`config.mk`:
```
export PLATFORM = sky130hd
export DESIGN_NAME = seq_nibble_adder
export DESIGN_NICKNAME = d
export VERILOG_FILES = /design/src/rtl/seq_nibble_adder_pkg.sv /design/src/rtl/seq_nibble_adder_cla.sv /design/src/rtl/seq_nibble_adder.sv
export SDC_FILE = /design/constraint.sdc
export NUM_CORES = 1
export LEC_CHECK = 0
export ABC_AREA = 1
export CORE_ASPECT_RATIO = 1.75
export CORE_MARGIN = 4
export CORE_UTILIZATION = 50
export DETAILED_ROUTE_END_ITERATION = 10
export PLACE_DENSITY = 0.74
export SETUP_SLACK_MARGIN = 0.05
export SYNTH_ARGS = -nofsm -noshare
export SYNTH_HDL_FRONTEND = slang
export SYNTH_SLANG_ARGS = --single-unit
```
`constraint.sdc`:
```
create_clock -name clk -period 3.8 [get_ports clk]
set_input_delay 0.57 -clock clk [delete_from_list [all_inputs] [get_ports clk]]
set_output_delay 0.57 -clock clk [all_outputs]
set_load 0.1 [all_outputs]
```
`src/rtl/seq_nibble_adder_pkg.sv`:
```
// +----------------------------------------------------------------------+
// | seq_nibble_adder_pkg : shared miniRISC definitions (FSM encodings,   |
// |                        nibble size) for the sequential nibble adder  |
// | Revision: 1.0                                                        |
// +----------------------------------------------------------------------+
`default_nettype none

package seq_nibble_adder_pkg;

    localparam int NIBBLE = 4;

    localparam logic [1:0] S_IDLE = 2'd0;
    localparam logic [1:0] S_RUN  = 2'd1;
    localparam logic [1:0] S_DONE = 2'd2;

endpackage : seq_nibble_adder_pkg

`default_nettype wire

```
`src/rtl/seq_nibble_adder_cla.sv`:
```
// +----------------------------------------------------------------------+
// | cla_4_bit : 4-bit carry-lookahead slice with group propagate/generate|
// | Revision: 1.0                                                        |
// +----------------------------------------------------------------------+
`default_nettype none

module cla_4_bit (
    input  logic [3:0] a_i,
    input  logic [3:0] b_i,
    input  logic       c_i,
    output logic [3:0] sum_o,
    output logic       p_o,
    output logic       g_o
);

    logic [3:0] p;
    logic [3:0] g;
    logic [3:0] c;

    assign p = a_i ^ b_i;
    assign g = a_i & b_i;

    // Internal carries are flattened lookahead terms, not a ripple chain.
    assign c[0] = c_i;
    assign c[1] = g[0] | (p[0] & c_i);
    assign c[2] = g[1] | (p[1] & g[0]) | (p[1] & p[0] & c_i);
    assign c[3] = g[2] | (p[2] & g[1]) | (p[2] & p[1] & g[0])
                | (p[2] & p[1] & p[0] & c_i);

    assign sum_o = p ^ c;
    assign p_o   = &p;
    assign g_o   = g[3] | (p[3] & g[2]) | (p[3] & p[2] & g[1])
                 | (p[3] & p[2] & p[1] & g[0]);

endmodule : cla_4_bit

`default_nettype wire

```
`src/rtl/seq_nibble_adder.sv`:
```
// +----------------------------------------------------------------------+
// | seq_nibble_adder : multi-cycle add/sub, one nibble per clock, with   |
// |                    carry/overflow/zero/sign flags                    |
// | Revision: 1.0                                                        |
// +----------------------------------------------------------------------+
`default_nettype none

module seq_nibble_adder
    import seq_nibble_adder_pkg::*;
#(
    parameter int WIDTH = 32
) (
    input  logic             clk,
    input  logic             rst_n,
    input  logic             start,
    input  logic             op_sub,
    input  logic [WIDTH-1:0] a,
    input  logic [WIDTH-1:0] b,
    output logic             ready,
    output logic             done,
    output logic [WIDTH-1:0] result,
    output logic             carry_out,
    output logic             overflow,
    output logic             zero,
    output logic             sign
);

    localparam int NIBBLES = WIDTH / NIBBLE;
    localparam int CNT_W   = $clog2(NIBBLES);
    localparam logic [CNT_W-1:0] LAST_CNT = CNT_W'(NIBBLES - 1);

    logic [1:0]              state_q, state_d;
    logic [CNT_W-1:0]        cnt_q, cnt_d;
    logic                    carry_q, carry_d;
    logic [WIDTH-1:0]        a_q, a_d;
    logic [WIDTH-1:0]        b_q, b_d;
    logic                    a_msb_q, a_msb_d;
    logic                    b_msb_q, b_msb_d;
    logic [WIDTH-NIBBLE-1:0] acc_q, acc_d;
    logic [WIDTH-1:0]        result_q, result_d;
    logic                    done_q, done_d;
    logic                    cout_q, cout_d;
    logic                    ovf_q, ovf_d;
    logic                    zero_q, zero_d;
    logic                    sign_q, sign_d;

    logic [NIBBLE-1:0]       nib_sum;
    logic                    nib_p;
    logic                    nib_g;
    logic                    nib_cout;
    logic [WIDTH-1:0]        shifted;

    cla_4_bit u_cla (
        .a_i   (a_q[NIBBLE-1:0]),
        .b_i   (b_q[NIBBLE-1:0]),
        .c_i   (carry_q),
        .sum_o (nib_sum),
        .p_o   (nib_p),
        .g_o   (nib_g)
    );

    assign nib_cout = nib_g | (nib_p & carry_q);
    // New nibble enters at the top; after the last nibble this is the full result.
    assign shifted  = {nib_sum, acc_q};

    always_comb begin
        state_d  = state_q;
        cnt_d    = cnt_q;
        carry_d  = carry_q;
        a_d      = a_q;
        b_d      = b_q;
        a_msb_d  = a_msb_q;
        b_msb_d  = b_msb_q;
        acc_d    = acc_q;
        result_d = result_q;
        done_d   = 1'b0;
        cout_d   = cout_q;
        ovf_d    = ovf_q;
        zero_d   = zero_q;
        sign_d   = sign_q;

        case (state_q)
            S_IDLE, S_DONE: begin
                if (start) begin
                    a_d     = a;
                    b_d     = op_sub ? ~b : b;
                    carry_d = op_sub;
                    a_msb_d = a[WIDTH-1];
                    b_msb_d = op_sub ? ~b[WIDTH-1] : b[WIDTH-1];
                    cnt_d   = '0;
                    state_d = S_RUN;
                end else begin
                    state_d = S_IDLE;
                end
            end
            S_RUN: begin
                a_d     = a_q >> NIBBLE;
                b_d     = b_q >> NIBBLE;
                carry_d = nib_cout;
                acc_d   = shifted[WIDTH-1:NIBBLE];
                cnt_d   = cnt_q + CNT_W'(1);
                if (cnt_q == LAST_CNT) begin
                    cnt_d    = '0;
                    state_d  = S_DONE;
                    done_d   = 1'b1;
                    result_d = shifted;
                    cout_d   = nib_cout;
                    ovf_d    = (a_msb_q == b_msb_q) && (nib_sum[NIBBLE-1] != a_msb_q);
                    zero_d   = (shifted == '0);
                    sign_d   = nib_sum[NIBBLE-1];
                end
            end
            default: state_d = S_IDLE;
        endcase
    end

    always_ff @(posedge clk) begin
        if (!rst_n) begin
            state_q  <= S_IDLE;
            cnt_q    <= '0;
            carry_q  <= 1'b0;
            a_q      <= '0;
            b_q      <= '0;
            a_msb_q  <= 1'b0;
            b_msb_q  <= 1'b0;
            acc_q    <= '0;
            result_q <= '0;
            done_q   <= 1'b0;
            cout_q   <= 1'b0;
            ovf_q    <= 1'b0;
            zero_q   <= 1'b0;
            sign_q   <= 1'b0;
        end else begin
            state_q  <= state_d;
            cnt_q    <= cnt_d;
            carry_q  <= carry_d;
            a_q      <= a_d;
            b_q      <= b_d;
            a_msb_q  <= a_msb_d;
            b_msb_q  <= b_msb_d;
            acc_q    <= acc_d;
            result_q <= result_d;
            done_q   <= done_d;
            cout_q   <= cout_d;
            ovf_q    <= ovf_d;
            zero_q   <= zero_d;
            sign_q   <= sign_d;
        end
    end

    assign ready     = !rst_n || (state_q != S_RUN);
    assign done      = done_q;
    assign result    = result_q;
    assign carry_out = cout_q;
    assign overflow  = ovf_q;
    assign zero      = zero_q;
    assign sign      = sign_q;

endmodule : seq_nibble_adder

`default_nettype wire

```
==> results of run 1 <==
-- sequential cells by signal, summed over array words and instances, names as in the netlist --
name       count
a_q           32
b_q           32
result        32
acc_q         28
cnt_q          3
state_q        2
a_msb_q        1
b_msb_q        1
carry_out      1
carry_q        1
done           1
overflow       1
zero           1
-- worst reg2reg max path: stages, from the launching register on --
cell	delay [ns]
sky130_fd_sc_hd__dfxtp_1	0.32
sky130_fd_sc_hd__ha_1	0.19
sky130_fd_sc_hd__ha_1	0.19
sky130_fd_sc_hd__nand3_1	0.08
sky130_fd_sc_hd__buf_4	0.29
sky130_fd_sc_hd__inv_1	0.46
sky130_fd_sc_hd__o21ai_0	0.33
sky130_fd_sc_hd__a21oi_1	0.06
-- how the worst max path moves through the flow --
stage,start,endpoint,slack [ns]
3_3_place_gp,start,b_q[0]$_SDFFE_PN0P_,1.43
3_5_place_dp,start,carry_q$_SDFFE_PN0P_,1.37
6_report,result[31]$_SDFFE_PN0P_,sign,1.23
5_1_grt,result[31]$_SDFFE_PN0P_,sign,1.20
4_1_cts,result[31]$_SDFFE_PN0P_,sign,1.21
2_1_floorplan,rst_n,ready,1.53
-- kinds of logic after synthesis --
| kind of cell | synth area share, % |
|---|---|
| buf+inv | 10.63 |
| simple gates | 19.43 |
| flops | 46.93 |
| fa+ha+maj | 1.639 |
| xor+xnor | 4.227 |
| compound gates | 17.14 |
-- cell usage in the layout, fill, tap and decap left out --
cell type / instances
sky130_fd_sc_hd__clkbuf_16: 17
sky130_fd_sc_hd__nand4_1: 1
sky130_fd_sc_hd__xnor2_1: 28
sky130_fd_sc_hd__clkdlybuf4s50_1: 102
sky130_fd_sc_hd__clkinv_4: 6
sky130_fd_sc_hd__buf_4: 7
sky130_fd_sc_hd__or2_2: 1
sky130_fd_sc_hd__nand2_2: 1
sky130_fd_sc_hd__nor2_1: 41
sky130_fd_sc_hd__o211ai_1: 9
sky130_fd_sc_hd__a21oi_1: 55
sky130_fd_sc_hd__a211oi_1: 3
sky130_fd_sc_hd__fa_1: 1
sky130_fd_sc_hd__nand2_8: 1
sky130_fd_sc_hd__ha_1: 6
sky130_fd_sc_hd__inv_6: 2
sky130_fd_sc_hd__or2_1: 1
sky130_fd_sc_hd__dfxtp_1: 136
sky130_fd_sc_hd__clkinvlp_4: 1
sky130_fd_sc_hd__nand3_1: 22
sky130_fd_sc_hd__nand2_1: 216
sky130_fd_sc_hd__nand3b_1: 1
sky130_fd_sc_hd__o21ai_0: 50
sky130_fd_sc_hd__a31oi_1: 27
sky130_fd_sc_hd__buf_2: 2
sky130_fd_sc_hd__bufinv_16: 3
sky130_fd_sc_hd__inv_2: 3
sky130_fd_sc_hd__clkinv_2: 4
sky130_fd_sc_hd__o221ai_1: 24
sky130_fd_sc_hd__inv_1: 78
-- power by group --
| part | total (W) | internal [W] | leakage (nW) | switching, W |
|---|---|---|---|---|
| Sequential | 0.00156 | 0.00151 | 1.11 | 0.0000479 |
| Combinational | 0.000430 | 0.000182 | 1.57 | 0.000248 |
| Clock | 0.00166 | 0.00103 | 0.297 | 0.000626 |
-- metal layers --
layer,global-route usage [%],routed length (um),up-vias
met2,39.00,7682,148
met3,4.710,643,26
li1,-,-,2613
met1,24.44,5364,2397
met5,0,0,-
met4,7.675,298,0
-- area by class of cell --
| class | count | area (um^2) |
|---|---|---|
| clock buffers | 17 | 425.4 |
| clock inverters | 15 | 178.9 |
| fillers | 990 | 3880 |
| inverters | 82 | 312.8 |
| multi-input cells | 488 | 2462 |
| flip-flops and latches | 136 | 2723 |
| well taps | 132 | 165.2 |
| repair buffers | 111 | 1084 |
-- stage by stage --
step                      hold WS [ns]  util (%)  setup WS [ns]  std cells  area [um^2]
final                           0.4628     65.45          1.228        981         7351
after global routing            0.4848     65.45          1.202        981         7351
after CTS                       0.4644     65.45          1.211        981         7351
after detailed placement        0.4555     60.07          1.369        949         6746
after global placement          0.4520     60.07          1.433        949         6746
after floorplan                 0.4392         -          1.531        758         5802
==> key figures, run 1 <==
Outcome
  – Outcome: completed

Yosys
  – Number of nets in the synthesized netlist: 833
  – Count of distinct cell types in the synthesized netlist: 28
  – Count of flip-flops with a built-in enable after synthesis: 0
  – Cell type contributing the most total cell area after synthesis: sky130_fd_sc_hd__dfxtp_1
  – Synth Register Bits: 136
  – Yosys warns: 0
  – Biggest area contributors in the synthesized netlist: sky130_fd_sc_hd__dfxtp_1, sky130_fd_sc_hd__nand2_1, sky130_fd_sc_hd__inv_1
  – Most frequent cells after synthesis: sky130_fd_sc_hd__nand2_1, sky130_fd_sc_hd__dfxtp_1, sky130_fd_sc_hd__inv_1, sky130_fd_sc_hd__a21oi_1, sky130_fd_sc_hd__o21ai_0
  – Top_reg_cell synth: sky130_fd_sc_hd__dfxtp_1
  – Post-Syn Area: about 5800 um^2
  – Synthesized netlist cell count: 758
  – Mean area per synthesized cell: 7.654 um^2
  – Fraction of synthesized cell area taken by the top area cell type: between 40 and 50%
  – Post-synthesis sequential area ratio: ~47%
  – Post-synthesis async set-or-reset flop share: 0%
  – Cell with the most instances after synthesis: sky130_fd_sc_hd__nand2_1

Critical path
  – Worst R2R Start: cnt_q[0]$_SDFFE_PN0P_
  – R2R setup slack: 1.73 ns
  – Cells traversed along the worst timing path: clkdlybuf4s50_1
  – Buffers plus inverters on the worst setup path: 1
  – Crit path kind: reg -> out
  – Logic depth of the worst path, buffers included: 1
  – Sort of element at the start of the critical path: flop
  – Critical path peak fanout: 3
  – CP Data Required Time: roughly 3.2 ns
  – R2r worst-path depth: 7
  – Slowest library cell on the worst path: sky130_fd_sc_hd__clkdlybuf4s50_1
  – Endpoint of the worst-slack reg-to-reg timing path: result[25]$_SDFFE_PN0P_
  – Critical path arrival: about 2.0 ns
  – Kind of end point of the critical path: output pin
  – CP top delay family: buffers and inverters
  – Delay of the slowest cell on the worst path: 1.17 ns

Route
  – Number of DRC markers after the initial detailed-route iteration: approximately 230
  – Number of detailed-route iterations in the first pass: 5
  – Antenna-violating nets left: 0
  – WL final: ~14,000 um
  – Routed len/inst: roughly 14 um
  – Post-detailed-route via-to-cell ratio: 5.284
  – Via count: approximately 5,200
  – DRC violation count after routing: 0

Floorplanning
  – Number of standard-cell rows in the floorplan: 51
  – Number of top-level design ports: between 100 and 150
  – Horiz. Die Dim: a little under 90 um
  – Effective utilization at floorplan: about half
  – Die outline area: 13,460 um^2
  – CORE AREA: 11,230 um^2
  – Vertical die dimension: 150.5 um

Power
  – PnR Total Power: ~0.0036 W
  – Leakage dissipation: 2.974 nW
  – Worst supply voltage drop on vdd: between 500 and 600 uV
  – Power density over cell area: ~500 nW/um^2

Timing
  – Hold violation count in the final report: 0
  – Max-slew violation total from the final report: 0
  – Worst Tran Pin Value: 0.9826 ns
  – Post-route clock skew: between 0.01 and 0.015 ns
  – Setup total negative slack: 0 ns
  – Timing-limited maximum frequency: approximately 400 MHz
  – Worst max-slew margin expressed relative to the limit: between 30% and 40%
  – Tcrit/Tclk final: 67.68%
  – Setup-violating endpoint count in the final report: 0
  – Min Clock Period, post-route: around 2.6 ns
  – RSZ-0062 raised after global routing: false

Global route
  – Initial antenna violation count: 0
  – Via count of the first global-routing pass: 4,931
  – Pin count of the biggest net entering global routing: 67
  – Global routing usage summed across all routing layers: between 20% and 30%
  – First-pass GRT wire length: ~23,000 um
  – Global route total overflow: 0

Clock tree
  – Postcts setup bufs: 0
  – H-tree depth: 4
  – CTS root buf: sky130_fd_sc_hd__clkbuf_16
  – Number of sinks on the clock net: about 140
  – Number of buffers created by CTS: 17
  – Cts-stage hold buffer count: 0
  – Clock slew seen by the registers of the worst setup and hold paths: about 0.060 ns
  – Number of buffers on the longest clock path: 2
  – Post-cts sizing count: 0
  – CTS tree: yes
  – Worst-Skew Late Latency: 0.42 ns

Hold path
  – Worst Hold Launch: result[11]$_SDFFE_PN0P_
  – Hold-critical path endpoint: result[11]$_SDFFE_PN0P_
  – Hold Path Stages: 2
  – Hold Crit Class: reg -> reg

Job
  – Number of maximum-capacitance constraint violations: 0

Placed design
  – Global placement routability congestion: 0.8124
  – Post-detailed-placement half-perimeter wirelength: 9538 um
  – Total of buffers placed on input and output ports: between 100 and 150

Final layout
  – Post-layout nets: 911
  – Antenna diodes: 0
  – Layout cell share with drive strength beyond 1: 5.654%
  – Layout area overhead: 26.70%
No activity file was read; power rests on OpenSTA's default activity.
==> run 2: changes to the inputs <==
==> constraint.sdc (replaced) <==
create_clock -name clk -period 2.7 [get_ports clk]
set_input_delay 0.405 -clock clk [delete_from_list [all_inputs] [get_ports clk]]
set_output_delay 0.405 -clock clk [all_outputs]
set_load 0.1 [all_outputs]
==> run 2 against run 1 <==
  * Die area unchanged
  * Critical path depth up 4
  * Highest routed layer unchanged
  * Sequential power up 40%
==> key figures, run 2 (synthesis gave the netlist of run 1 again) <==
Route
  – Post-detailed-route via-to-cell ratio: approximately 5.3
  – WL final: 14,300 um
  – Routed len/inst: 14.49 um
  – Antenna-violating nets left: 0
  – Via count: 5,262
  – Number of DRC markers after the initial detailed-route iteration: 258
  – DRC violation count after routing: 0
  – Number of detailed-route iterations in the first pass: 6

Critical path
  – Delay of the slowest cell on the worst path: 0.39 ns
  – Slowest library cell on the worst path: sky130_fd_sc_hd__dfxtp_1
  – Setup crit start: state_q[0]$_SDFFE_PN0P_
  – R2R setup slack: 0.90 ns
  – Sort of element at the start of the critical path: flop
  – Worst R2R Start: cnt_q[0]$_SDFFE_PN0P_
  – Crit path capture: ready
  – R2r worst-path depth: 9
  – Endpoint of the worst-slack reg-to-reg timing path: overflow$_SDFFE_PN0P_
  – Crit path kind: reg -> out
  – Critical path arrival: 1.87 ns
  – Kind of end point of the critical path: output pin
  – Critical path peak fanout: 26
  – CP Data Required Time: roughly 2.3 ns
  – Cells traversed along the worst timing path: nand2_2 -> inv_2 -> buf_4 -> nand2_1 -> buf_12

Clock tree
  – CTS root buf: sky130_fd_sc_hd__clkbuf_16
  – Postcts setup bufs: 0
  – Cts-stage hold buffer count: 0
  – CTS tree: yes
  – Number of buffers created by CTS: 17
  – Number of sinks on the clock net: 136
  – Number of buffers on the longest clock path: 2
  – Worst-Skew Late Latency: ~0.42 ns
  – H-tree depth: 4
  – Clock slew seen by the registers of the worst setup and hold paths: approximately 0.060 ns
  – Post-cts sizing count: 0

Outcome
  – Outcome: completed

Timing
  – RSZ-0062 raised after global routing: false
  – Setup-violating endpoint count in the final report: 0
  – Hold violation count in the final report: 0
  – Min Clock Period, post-route: ~2.3 ns
  – Max-slew violation total from the final report: 0
  – Setup total negative slack: 0 ns
  – Post-route clock skew: 0.006212 ns
  – Timing-limited maximum frequency: roughly 440 MHz
  – Tcrit/Tclk final: between 80% and 90%
  – Worst max-slew margin expressed relative to the limit: a little under two fifths
  – Worst Tran Pin Value: 0.9272 ns

Power
  – Leakage dissipation: about 3.1 nW
  – NetSw: around 0.0013 W
  – Worst supply voltage drop on vdd: 594.0 uV
  – Internal power consumption: roughly 0.004 W
  – Share of total power consumed by net switching: around a quarter
  – Register share of total power: about two fifths
  – PnR Total Power: about 0.0053 W
  – Power density over cell area: ~720 nW/um^2
  – Fraction of power consumed by the clock network: 46.8%
  – Comb pwr share: a little under an eighth

Floorplanning
  – Number of top-level design ports: approximately 110
  – Vertical die dimension: around 150 um
  – Die outline area: approximately 13,000 um^2
  – Effective utilization at floorplan: between 50% and 60%
  – Number of standard-cell rows in the floorplan: 51
  – Horiz. Die Dim: just under 90 um
  – CORE AREA: about 11,000 um^2

Final layout
  – Antenna diodes: 0
  – Post-layout util: 65.49%
  – Total of fill cells in the finished design: around 1,000
  – Register area: approximately 2700 um^2
  – Area used by multi-input combinational logic: between 2000 and 2500 um^2
  – Top library cells by usage in the layout, fill and taps aside: sky130_fd_sc_hd__nand2_1, sky130_fd_sc_hd__dfxtp_1, sky130_fd_sc_hd__inv_1
  – Most common library cell in the layout ignoring fill and taps: sky130_fd_sc_hd__nand2_1
  – Layout cell share with drive strength beyond 1: about a tenth
  – Post-layout nets: roughly 920
  – Layout area overhead: 26.76%

Hold path
  – Hold Crit Class: reg -> reg

Job
  – Number of maximum-capacitance constraint violations: 0

Global route
  – Via count of the first global-routing pass: ~5,000
  – Initial antenna violation count: 0
  – Routing usage on met3: about 5.2%
  – Global routing usage on met2: approximately 40%
  – Met1 GRT Util: between 20% and 30%
  – First-pass GRT wire length: 23,260 um
  – Global routing usage summed across all routing layers: roughly 22%
  – Global route total overflow: 0
  – Busiest metal layer after global routing: met2
  – Pin count of the biggest net entering global routing: 55

Placed design
  – Post-detailed-placement half-perimeter wirelength: ~10000 um
  – Global placement routability congestion: 0.8323
  – Total of buffers placed on input and output ports: roughly 110
[run 2: cell count changes in the layout (fill, tap and decap cells not counted)]
| cell | delta |
|---|---|
| sky130_fd_sc_hd__clkdlybuf4s50_1 | -37 |
| sky130_fd_sc_hd__bufinv_16 | +1 |
| sky130_fd_sc_hd__clkinv_2 | -4 |
| sky130_fd_sc_hd__buf_12 | +1 |
| sky130_fd_sc_hd__inv_8 | +1 |
| sky130_fd_sc_hd__buf_4 | +42 |
| sky130_fd_sc_hd__inv_6 | +2 |
[run 2: cell type report]
type                    instances  share of cell area, %
clock buffers                  17                  5.784
clock inverters                15                  2.960
inverters                      82                  4.253
multi-input cells             488                  33.48
flip-flops and latches        136                  37.02
well taps                     132                  2.246
repair buffers                117                  14.26
[run 2: stage by stage]
step                      instance area [um^2]  setup WS, ns  instances  hold slack [ns]
after floorplan                           5802        0.7613        758           0.4392
after global placement                    6711        0.6899        955           0.4504
after detailed placement                  6711        0.6014        955           0.4553
after CTS                                 7355        0.4218        987           0.4636
after global routing                      7355        0.3327        987           0.4815
final                                     7355        0.4224        987           0.4621
[run 2: how the worst min path moves through the flow]
stage                         startpoint              endpoint  cells after the start
floorplan           a_q[28]$_SDFFE_PN0P_  a_q[28]$_SDFFE_PN0P_                      2
global placement    a_q[29]$_SDFFE_PN0P_  a_q[29]$_SDFFE_PN0P_                      2
detailed placement  b_q[30]$_SDFFE_PN0P_  b_q[30]$_SDFFE_PN0P_                      2
CTS                 a_q[28]$_SDFFE_PN0P_  a_q[28]$_SDFFE_PN0P_                      2
global route        b_q[30]$_SDFFE_PN0P_  b_q[30]$_SDFFE_PN0P_                      2
finish              a_q[28]$_SDFFE_PN0P_  a_q[28]$_SDFFE_PN0P_                      2
[run 2: power by group through the flow]
stage	Combinational [W]	Clock, W	Sequential [W]
global placement	0.000594	0	0.00223
CTS	0.000621	0.00251	0.00219
finish	0.000619	0.00248	0.00219
detailed placement	0.000614	0	0.00223
floorplan	0.000437	0	0.00221
global route	0.000686	0.00261	0.00221
[run 2: per-layer routing]
layer | share of wire (%) | vias to the layer above
met4 | 2.8 | 0
met3 | 5.1 | 35
met1 | 38 | 2445
met2 | 55 | 147
met5 | 0 | -
li1 | - | 2635
[run 2: critical path: cells and delay by family, from the launching register on]
| kind | cells | cell delay (ns) |
|---|---|---|
| simple gates | 2 | 0.45 |
| flops | 1 | 0.39 |
| buf+inv | 3 | 0.61 |
